$ cat src/rtl/axil_mem_slave.sv
// AXI4-Lite slave backed by a small byte-enabled memory.
// The write path holds one AW and one W buffer and commits once both are full
// and no write response is pending. The read path keeps one read in flight
// with a single cycle of latency. The two paths run independently.
module axil_mem_slave #(
    parameter int DATA_W    = 32,
    parameter int ADDR_W    = 32,
    parameter int MEM_BYTES = 128
) (
    input  logic                  ACLK,
    input  logic                  ARESETN,
    input  logic                  AWVALID,
    output logic                  AWREADY,
    input  logic [ADDR_W-1:0]     AWADDR,
    input  logic                  WVALID,
    output logic                  WREADY,
    input  logic [DATA_W-1:0]     WDATA,
    input  logic [DATA_W/8-1:0]   WSTRB,
    output logic                  BVALID,
    input  logic                  BREADY,
    output logic [1:0]            BRESP,
    input  logic                  ARVALID,
    output logic                  ARREADY,
    input  logic [ADDR_W-1:0]     ARADDR,
    output logic                  RVALID,
    input  logic                  RREADY,
    output logic [DATA_W-1:0]     RDATA,
    output logic [1:0]            RRESP
);

    localparam int STRB_W = DATA_W / 8;
    localparam int OFF    = $clog2(STRB_W);
    localparam int WORDS  = MEM_BYTES / STRB_W;
    localparam int WIDX   = (WORDS > 1) ? $clog2(WORDS) : 1;
    localparam logic [ADDR_W-1:0] LIMIT = ADDR_W'(MEM_BYTES);

    // Memory is deliberately left without reset so contents survive ARESETN.
    logic [DATA_W-1:0] mem [WORDS];

    logic                aw_full;
    logic [ADDR_W-1:0]   aw_addr_q;
    logic                w_full;
    logic [DATA_W-1:0]   w_data_q;
    logic [STRB_W-1:0]   w_strb_q;
    logic                rd_busy;
    logic [ADDR_W-1:0]   ar_addr_q;

    logic                aw_hs;
    logic                w_hs;
    logic                b_hs;
    logic                commit;
    logic                aw_err;
    logic                ar_err;
    logic [WIDX-1:0]     w_idx;
    logic [WIDX-1:0]     r_idx;
    logic                aw_full_n;
    logic                w_full_n;
    logic                bvalid_n;

    assign aw_hs  = AWVALID && AWREADY;
    assign w_hs   = WVALID && WREADY;
    assign b_hs   = BVALID && BREADY;
    assign commit = aw_full && w_full && !BVALID;
    assign aw_err = (aw_addr_q >= LIMIT);
    assign ar_err = (ar_addr_q >= LIMIT);
    assign w_idx  = aw_addr_q[OFF +: WIDX];
    assign r_idx  = ar_addr_q[OFF +: WIDX];

    // Next-state of the write buffers and response flag; drives the registered readies.
    always_comb begin
        aw_full_n = aw_full;
        w_full_n  = w_full;
        bvalid_n  = BVALID;
        if (commit) begin
            aw_full_n = 1'b0;
            w_full_n  = 1'b0;
            bvalid_n  = 1'b1;
        end else begin
            if (aw_hs) aw_full_n = 1'b1;
            if (w_hs)  w_full_n  = 1'b1;
            if (b_hs)  bvalid_n  = 1'b0;
        end
    end

    // Write channel buffers, response generation and ready registers.
    always_ff @(posedge ACLK or negedge ARESETN) begin
        if (!ARESETN) begin
            aw_full   <= 1'b0;
            aw_addr_q <= '0;
            w_full    <= 1'b0;
            w_data_q  <= '0;
            w_strb_q  <= '0;
            BVALID    <= 1'b0;
            BRESP     <= 2'b00;
            AWREADY   <= 1'b0;
            WREADY    <= 1'b0;
        end else begin
            aw_full <= aw_full_n;
            w_full  <= w_full_n;
            BVALID  <= bvalid_n;
            if (aw_hs) aw_addr_q <= AWADDR;
            if (w_hs) begin
                w_data_q <= WDATA;
                w_strb_q <= WSTRB;
            end
            if (commit) BRESP <= aw_err ? 2'b10 : 2'b00;
            // A pending response blocks new requests so only one pair is ever buffered.
            AWREADY <= !aw_full_n && !bvalid_n;
            WREADY  <= !w_full_n && !bvalid_n;
        end
    end

    // Byte-lane memory update at commit; out-of-range writes are dropped.
    always_ff @(posedge ACLK) begin
        if (commit && !aw_err) begin
            for (int i = 0; i < STRB_W; i++) begin
                if (w_strb_q[i]) mem[w_idx][8*i +: 8] <= w_data_q[8*i +: 8];
            end
        end
    end

    // Read path: capture address, sample memory next edge, hold until R handshake.
    always_ff @(posedge ACLK or negedge ARESETN) begin
        if (!ARESETN) begin
            ARREADY   <= 1'b0;
            rd_busy   <= 1'b0;
            ar_addr_q <= '0;
            RVALID    <= 1'b0;
            RDATA     <= '0;
            RRESP     <= 2'b00;
        end else begin
            if (ARVALID && ARREADY) begin
                ar_addr_q <= ARADDR;
                rd_busy   <= 1'b1;
                ARREADY   <= 1'b0;
            end else begin
                // Uses current flags, so ARREADY reopens one edge after the R handshake.
                ARREADY <= !rd_busy && !RVALID;
            end
            if (rd_busy) begin
                rd_busy <= 1'b0;
                RVALID  <= 1'b1;
                RDATA   <= ar_err ? '0 : mem[r_idx];
                RRESP   <= ar_err ? 2'b10 : 2'b00;
            end else if (RVALID && RREADY) begin
                RVALID <= 1'b0;
            end
        end
    end

endmodule

$ cat config.mk
export PLATFORM = sky130hd
export DESIGN_NAME = axil_mem_slave
export DESIGN_NICKNAME = d
export VERILOG_FILES = /design/src/rtl/axil_mem_slave.sv
export SDC_FILE = /design/constraint.sdc
export NUM_CORES = 1
export LEC_CHECK = 0
export CAP_MARGIN = 0
export CORE_ASPECT_RATIO = 1.2
export CORE_UTILIZATION = 55
export CTS_CLUSTER_SIZE = 14
export DETAILED_ROUTE_END_ITERATION = 10
export HOLD_SLACK_MARGIN = 0.05
export PLACE_DENSITY = 0.76
export SLEW_MARGIN = 25
export SYNTH_ARGS = -nofsm -noshare
export SYNTH_HDL_FRONTEND = slang
export SYNTH_SLANG_ARGS = --single-unit
$ cat constraint.sdc
create_clock -name ACLK -period 1.9 [get_ports ACLK]
set_input_delay 0.19 -clock ACLK [delete_from_list [all_inputs] [get_ports ACLK]]
set_output_delay 0.19 -clock ACLK [all_outputs]
set_load 0.05 [all_outputs]
==> impl_metrics.env, run 1 <==
export IMPL_rr_worst_depth=4
export IMPL_die_w_um=263
export IMPL_cp_max_fo=9
export IMPL_clkSinkCount=1162
export IMPL_initial_utilization_pct=55.8
export IMPL_power_density_nw_per_um2=1470
export IMPL_die_area_um2=83000
export IMPL_yosys_cell_count_top_type="edfxtp_1"
export IMPL_tightest_slew_ps=824
export IMPL_internal_power_w=0.0560
export IMPL_die_h_um=315
export IMPL_grt_usage_pct=27.6
export IMPL_num_rows=114
export IMPL_gr_total_overflow=0
export IMPL_cp_depth=4
export IMPL_core_um2=80700
export IMPL_arrival_ps=2560
export IMPL_cts_tree="built"
export IMPL_finalSetupViolCount=1081
export IMPL_io_buffers=141
export IMPL_timing_hold_ws_ps=51.8
export IMPL_critical_path_max_stage_delay_ps=550
export IMPL_end_kind="flop"
export IMPL_violations="negative setup slack"
export IMPL_vias=26000
export IMPL_worstPathCellList="nor3b_1, buf_4, nand2_1, nor2_4"
export IMPL_cp_required_ps=2240
export IMPL_clk_pin_slew_worst_paths_ps=60
export IMPL_gp_congestion=0.875
export IMPL_synth_seq_area_share_pct=76.0
export IMPL_drt_wl_total_mm=118
export IMPL_finalCriticalPeriod_ps=2220
export IMPL_hold_violations=0
export IMPL_ctsLongestPathBuffers=3
export IMPL_cts_max_level=3
export IMPL_nFillCells=4751
export IMPL_clock_latency_ps=670
export IMPL_dp_cells=3913
export IMPL_seq_power_share_pct=41.7
export IMPL_placedInstanceArea_um2=50500
export IMPL_fin_cells=4145
export IMPL_multi_input_area_um2=11200
export IMPL_drive_gt1_share_pct=27.8
export IMPL_async_flop_share_pct=11.9
export IMPL_synth_distinct_cells=41
export IMPL_crit_family="simple AND/OR/NAND/NOR gates"
export IMPL_sw_frac_of_total_pct=31.8
export IMPL_syn_area_um2=45000
export IMPL_dr_first_iter_drc_count=2680
export IMPL_syn_avg_cell_area_um2=17.5
export IMPL_cap_violations=0
export IMPL_synthCells=2572
export IMPL_grt_max_degree=43
export IMPL_root_buffer="clkbuf_16"
export IMPL_switching_power_w=0.0261
export IMPL_synth_area_leaders="edfxtp_1, mux2i_1, dfrtp_1"
export IMPL_yosys_warnings=0
export IMPL_start_kind="flop"
export IMPL_rsz0062_at_grt="yes"
export IMPL_clkPwrFrac_pct=26.3
export IMPL_final_antenna_net_count=0
export IMPL_drc=0
export IMPL_vias_per_cell=6.26
export IMPL_comb_power_share_pct=32.0
export IMPL_hold_path_class="input port to async pin"
export IMPL_status="finished with violations"
export IMPL_grt_pass1_wl_mm=168
export IMPL_grt_pass1_vias=26600
export IMPL_io_pins=148
export IMPL_worstPathBufferInverterCount=1
export IMPL_crit_type="flop to flop"
export IMPL_synth_top_cell_by_area="edfxtp_1"
export IMPL_firstDrtPassIters=8
export IMPL_critPathSlowestCell="dfrtp_1"
export IMPL_period_share_pct=117
export IMPL_nets=3115
export IMPL_wire_per_inst_um=28.3
export IMPL_seq_area_um2=34200
export IMPL_max_freq_ghz=0.450
export IMPL_antenna_cells=0
export IMPL_p_leak_nw=19.5
export IMPL_cts_buffers=107
export IMPL_ys_seq_elements=1162
export IMPL_grt_antenna_before_repair=2
export IMPL_dp_hpwl_mm=73.1
export IMPL_area_growth_pct=23.8
export IMPL_synth_top_flop_cell="edfxtp_1"
export IMPL_synth_top_cell_area_share_pct=68.3
export IMPL_synth_edf_count=1024
export IMPL_fin_skew_ps=19.1
export IMPL_slew_violations=0
export IMPL_fin_area_um2=55800
export IMPL_synth_common_cells="edfxtp_1, mux2i_1, nor2_1"
export IMPL_layout_setup_ws_ps=-320
export IMPL_relSlewSlack_pct=44.9
export IMPL_ir_drop_mv=1.13
## layer usage
layer,up-vias,part of all wire [%],global-route usage [%]
li1,11000,-,-
met1,13100,36,34.4
met2,1560,50,46.2
met3,334,9.7,5.44
met4,0,5.0,14.2
met5,-,0,0
## per-stage QoR
step	TNS (ps)	util [%]	setup WS, ps	total power (W)
after global routing	-329670	69.1	-385	0.0841
after floorplan	-197760	-	-268	0.0473
final	-251420	69.1	-320	0.0821
after detailed placement	-278450	62.6	-343	0.0583
after global placement	-210520	62.6	-349	0.0575
after CTS	-221240	67.9	-265	0.0809
## power groups by stage
stage | sequential (W) | clock (W) | combinational, W
detailed placement | 0.0346 | 0 | 0.0238
global placement | 0.0344 | 0 | 0.0231
CTS | 0.0341 | 0.0217 | 0.0251
finish | 0.0342 | 0.0216 | 0.0263
global route | 0.0344 | 0.0227 | 0.0271
floorplan | 0.0350 | 0 | 0.0122
## flip-flops by register name (all words and copies together) (netlist names), 4 cells and up
register   count
RDATA         32
ar_addr_q     30
aw_addr_q     30
mem         1024
w_data_q      32
w_strb_q       4
## what timing repair did
| item | CTS | global route |
|---|---|---|
| resized for setup | 126 | 177 |
| endpoints found under the hold margin | 138 | 0 |
| hold buffers | 1 | 0 |
| pin swaps | 20 | 18 |
| setup endpoints to repair | 1092 | 1082 |
| buffers inserted | 15 | 2 |
| cloned | 4 | 8 |
## cell usage in the layout (no fill, tap or decap), drive strengths merged, types with 2 or more instances in the layout
master / count
edfxtp: 1024
mux2i: 384
buf: 334
nor2: 206
clkbuf: 164
o22ai: 159
dfrtp: 138
clkdlybuf4s50: 126
mux2: 97
mux4: 64
or3: 64
nand2: 43
nor2b: 36
o21ai: 35
nor3: 35
clkinv: 35
a21oi: 33
a22oi: 31
a31oi: 31
dlygate4sd2: 11
nor4: 10
bufinv: 9
nor3b: 4
nand4: 3
and3b: 3
nand2b: 3
and2: 2
inv: 2
a211oi: 2
or2: 2
conb: 2
## worst paths after layout
kind / startpoint / endpoint / slack [ps]
worst max-delay path: aw_addr_q[4]$_DFFE_PN0P_ / mem[5][6]$_DFFE_PP_ / -320
worst min-delay path: ARESETN / w_data_q[26]$_DFFE_PN0P_ / 50
worst max register to register: aw_addr_q[4]$_DFFE_PN0P_ / mem[5][6]$_DFFE_PP_ / -320
worst min register to register: RVALID$_DFFE_PN0P_ / ARREADY$_DFF_PN0_ / 480
max in group asynchronous: ARESETN / rd_busy$_DFF_PN0_ / 1160
min in group ACLK: RREADY / RVALID$_DFFE_PN0P_ / 110
## final cells by class
cell class | instances | share of cell area [%]
flip-flops and latches | 1162 | 61.4
inverters | 2 | 0.0135
clock inverters | 44 | 0.803
repair buffers | 479 | 9.82
well taps | 1044 | 2.34
clock buffers | 158 | 5.55
multi-input cells | 1256 | 20.1
## kinds of logic (layout without fill, tap and decap cells)
group                  count (synthesis)  count (layout)  synth area share, %
AND/OR/NAND/NOR                      416             416                 4.34
other                                  1               2              0.00833
buffers and inverters                155             683                 1.54
flip-flops                          1162            1162                 76.0
multiplexers                         545             545                 14.2
AO/OA/AOI/OAI                        293             293                 3.98
No activity file was read; power rests on OpenSTA's default activity.
==> run 2, diff against run 1 <==
--- a/config.mk
+++ b/config.mk
@@ -12,7 +12,7 @@
 export DETAILED_ROUTE_END_ITERATION = 10
 export HOLD_SLACK_MARGIN = 0.05
 export PLACE_DENSITY = 0.76
-export SLEW_MARGIN = 25
+export SLEW_MARGIN = 20
 export SYNTH_ARGS = -nofsm -noshare
 export SYNTH_HDL_FRONTEND = slang
 export SYNTH_SLANG_ARGS = --single-unit
==> run 2 against run 1 <==
The flow still finishes with violations (negative setup slack); global-route usage up 0.43 points; sequential share of layout area down 1.2 points; worst setup slack worse by 69 ps; critical path type unchanged; largest cell class unchanged; highest routed layer unchanged.
==> impl_metrics.env, run 2 (synthesis gave the netlist of run 1 again) <==
export IMPL_fin_cells=4161
export IMPL_drc=0
export IMPL_clkPwrFrac_pct=26.0
export IMPL_arrival_ps=2670
export IMPL_io_pins=148
export IMPL_max_freq_ghz=0.437
export IMPL_slew_violations=0
export IMPL_cts_tree="built"
export IMPL_seq_power_share_pct=40.8
export IMPL_clock_latency_ps=690
export IMPL_r2r_end="mem[19][5]$_DFFE_PP_"
export IMPL_cap_violations=0
export IMPL_area_growth_pct=26.3
export IMPL_dr_first_iter_drc_count=3025
export IMPL_grt_pass1_wl_mm=170
export IMPL_drt_wl_total_mm=122
export IMPL_comb_power_share_pct=33.2
export IMPL_io_buffers=141
export IMPL_gp_congestion=0.875
export IMPL_layout_setup_ws_ps=-390
export IMPL_rsz0062_at_grt="yes"
export IMPL_num_rows=114
export IMPL_tightest_slew_ps=783
export IMPL_fin_skew_ps=26.9
export IMPL_critical_path_max_stage_delay_ps=620
export IMPL_largest_reg_flops=1024
export IMPL_tns_ps=-223250
export IMPL_rr_worst_depth=5
export IMPL_antenna_cells=0
export IMPL_regToRegStartpoint="aw_addr_q[6]$_DFFE_PN0P_"
export IMPL_final_cell_mix="edfxtp_1, mux2i_1, buf_4"
export IMPL_sw_frac_of_total_pct=32.1
export IMPL_top_regs="mem (1024), RDATA (32), w_data_q (32)"
export IMPL_worstPathBufferInverterCount=2
export IMPL_grt_usage_pct=28.0
export IMPL_top_register="mem"
export IMPL_period_share_pct=121
export IMPL_min_delay_start="RREADY"
export IMPL_final_common_cell="edfxtp_1"
export IMPL_whs_endpoint="RVALID$_DFFE_PN0P_"
export IMPL_vias_per_cell=6.33
export IMPL_wl_met3_mm=10.8
export IMPL_die_h_um=315
export IMPL_status="finished with violations"
export IMPL_grt_pass1_vias=26600
export IMPL_met2_length_mm=60.7
export IMPL_cts_buffers=108
export IMPL_finalCriticalPeriod_ps=2290
export IMPL_gr_total_overflow=0
export IMPL_switching_power_w=0.0269
export IMPL_grt_antenna_before_repair=0
export IMPL_end_kind="flop"
export IMPL_initial_utilization_pct=55.8
export IMPL_whs_path_depth=3
export IMPL_cp_required_ps=2280
export IMPL_nets=3134
export IMPL_internal_power_w=0.0569
export IMPL_core_um2=80700
export IMPL_rrSetupSlack_ps=-390
export IMPL_final_antenna_net_count=0
export IMPL_cp_max_fo=9
export IMPL_power_density_nw_per_um2=1470
export IMPL_root_buffer="clkbuf_16"
export IMPL_vias=26300
export IMPL_worstPathCellList="nor3b_1, buf_4, nand2_2, nor2_2, buf_6"
export IMPL_wire_per_inst_um=29.2
export IMPL_violations="negative setup slack"
export IMPL_hold_path_class="input port to flop"
export IMPL_ir_drop_mv=0.948
export IMPL_crit_family="simple AND/OR/NAND/NOR gates"
export IMPL_dp_cells=3913
export IMPL_cts_max_level=3
export IMPL_drive_gt1_share_pct=30.5
export IMPL_finalSetupViolCount=1078
export IMPL_hold_violations=0
export IMPL_clkSinkCount=1162
export IMPL_clk_pin_slew_worst_paths_ps=60
export IMPL_relSlewSlack_pct=47.8
export IMPL_start_kind="flop"
export IMPL_die_w_um=263
export IMPL_die_area_um2=83000
export IMPL_p_leak_nw=19.8
export IMPL_grt_max_degree=39
export IMPL_critPathSlowestCell="dfrtp_1"
export IMPL_routed_top_layer="met4"
export IMPL_ctsLongestPathBuffers=3
export IMPL_crit_type="flop to flop"
export IMPL_dp_hpwl_mm=73.1
export IMPL_wl_met1_mm=43.1
export IMPL_firstDrtPassIters=5
==> run 2: metrics by stage <==
| step | cell area, µm² | power, W | utilization [%] | setup slack, ps | hold slack (ps) |
|---|---|---|---|---|---|
| after CTS | 55200 | 0.0813 | 68.4 | -267 | 67.5 |
| after floorplan | 45300 | 0.0473 | - | -268 | -106 |
| after detailed placement | 50500 | 0.0583 | 62.6 | -361 | 186 |
| final | 56900 | 0.0839 | 70.5 | -390 | 90.5 |
| after global routing | 56900 | 0.0859 | 70.5 | -400 | 83.7 |
| after global placement | 50500 | 0.0575 | 62.6 | -349 | 177 |
==> run 2: routing by layer <==
metal / vias to the layer above / track usage (%)
met1: 13300 / 34.9
met4: 0 / 14.0
met2: 1595 / 47.3
li1: 11000 / -
met5: - / 0
met3: 382 / 5.33
==> run 2: layout make-up <==
cell class / instances / area, µm²
Tap cell: 1044 / 1310
Timing Repair Buffer: 497 / 6030
Fill cell: 4576 / 23800
Inverter: 2 / 7.51
Clock buffer: 149 / 3020
Sequential cell: 1162 / 34200
Clock inverter: 51 / 539
Multi-Input combinational cell: 1256 / 11800
==> run 2: power groups by stage <==
stage	sequential, W	clock [W]	combinational (W)
after floorplan	0.0350	0	0.0122
after global placement	0.0344	0	0.0231
after detailed placement	0.0346	0	0.0238
after CTS	0.0341	0.0219	0.0253
after global routing	0.0343	0.0229	0.0287
final	0.0342	0.0218	0.0278
==> run 2: how the worst max path moves through the flow <==
stage / from / depth (start not counted) / slack [ps] / end
final: aw_addr_q[6]$_DFFE_PN0P_ / 5 / -390 / mem[19][5]$_DFFE_PP_
after global routing: aw_addr_q[6]$_DFFE_PN0P_ / 5 / -400 / mem[19][5]$_DFFE_PP_
after CTS: aw_addr_q[4]$_DFFE_PN0P_ / 5 / -270 / mem[7][5]$_DFFE_PP_
after detailed placement: aw_addr_q[4]$_DFFE_PN0P_ / 4 / -360 / mem[3][10]$_DFFE_PP_
after global placement: ar_addr_q[4]$_DFFE_PN0P_ / 5 / -350 / RDATA[23]$_DFFE_PN0P_
after floorplan: BVALID$_DFF_PN0_ / 6 / -270 / mem[19][16]$_DFFE_PP_
==> run 2: tightest hold or removal path, cell delays in order <==
cell and delay [ps]:
clkdlybuf4s50_1 400, inv_1 60, a21o_1 90
==> run 2: what timing repair did <==
item                                    in CTS  in global routing
pin swaps                                   30                 69
endpoints found under the hold margin      138                  0
hold buffers                                 3                  0
cloned                                      11                 12
buffers inserted                            13                 12
gates resized for setup                    162                310
endpoints found under the setup margin    1092               1079
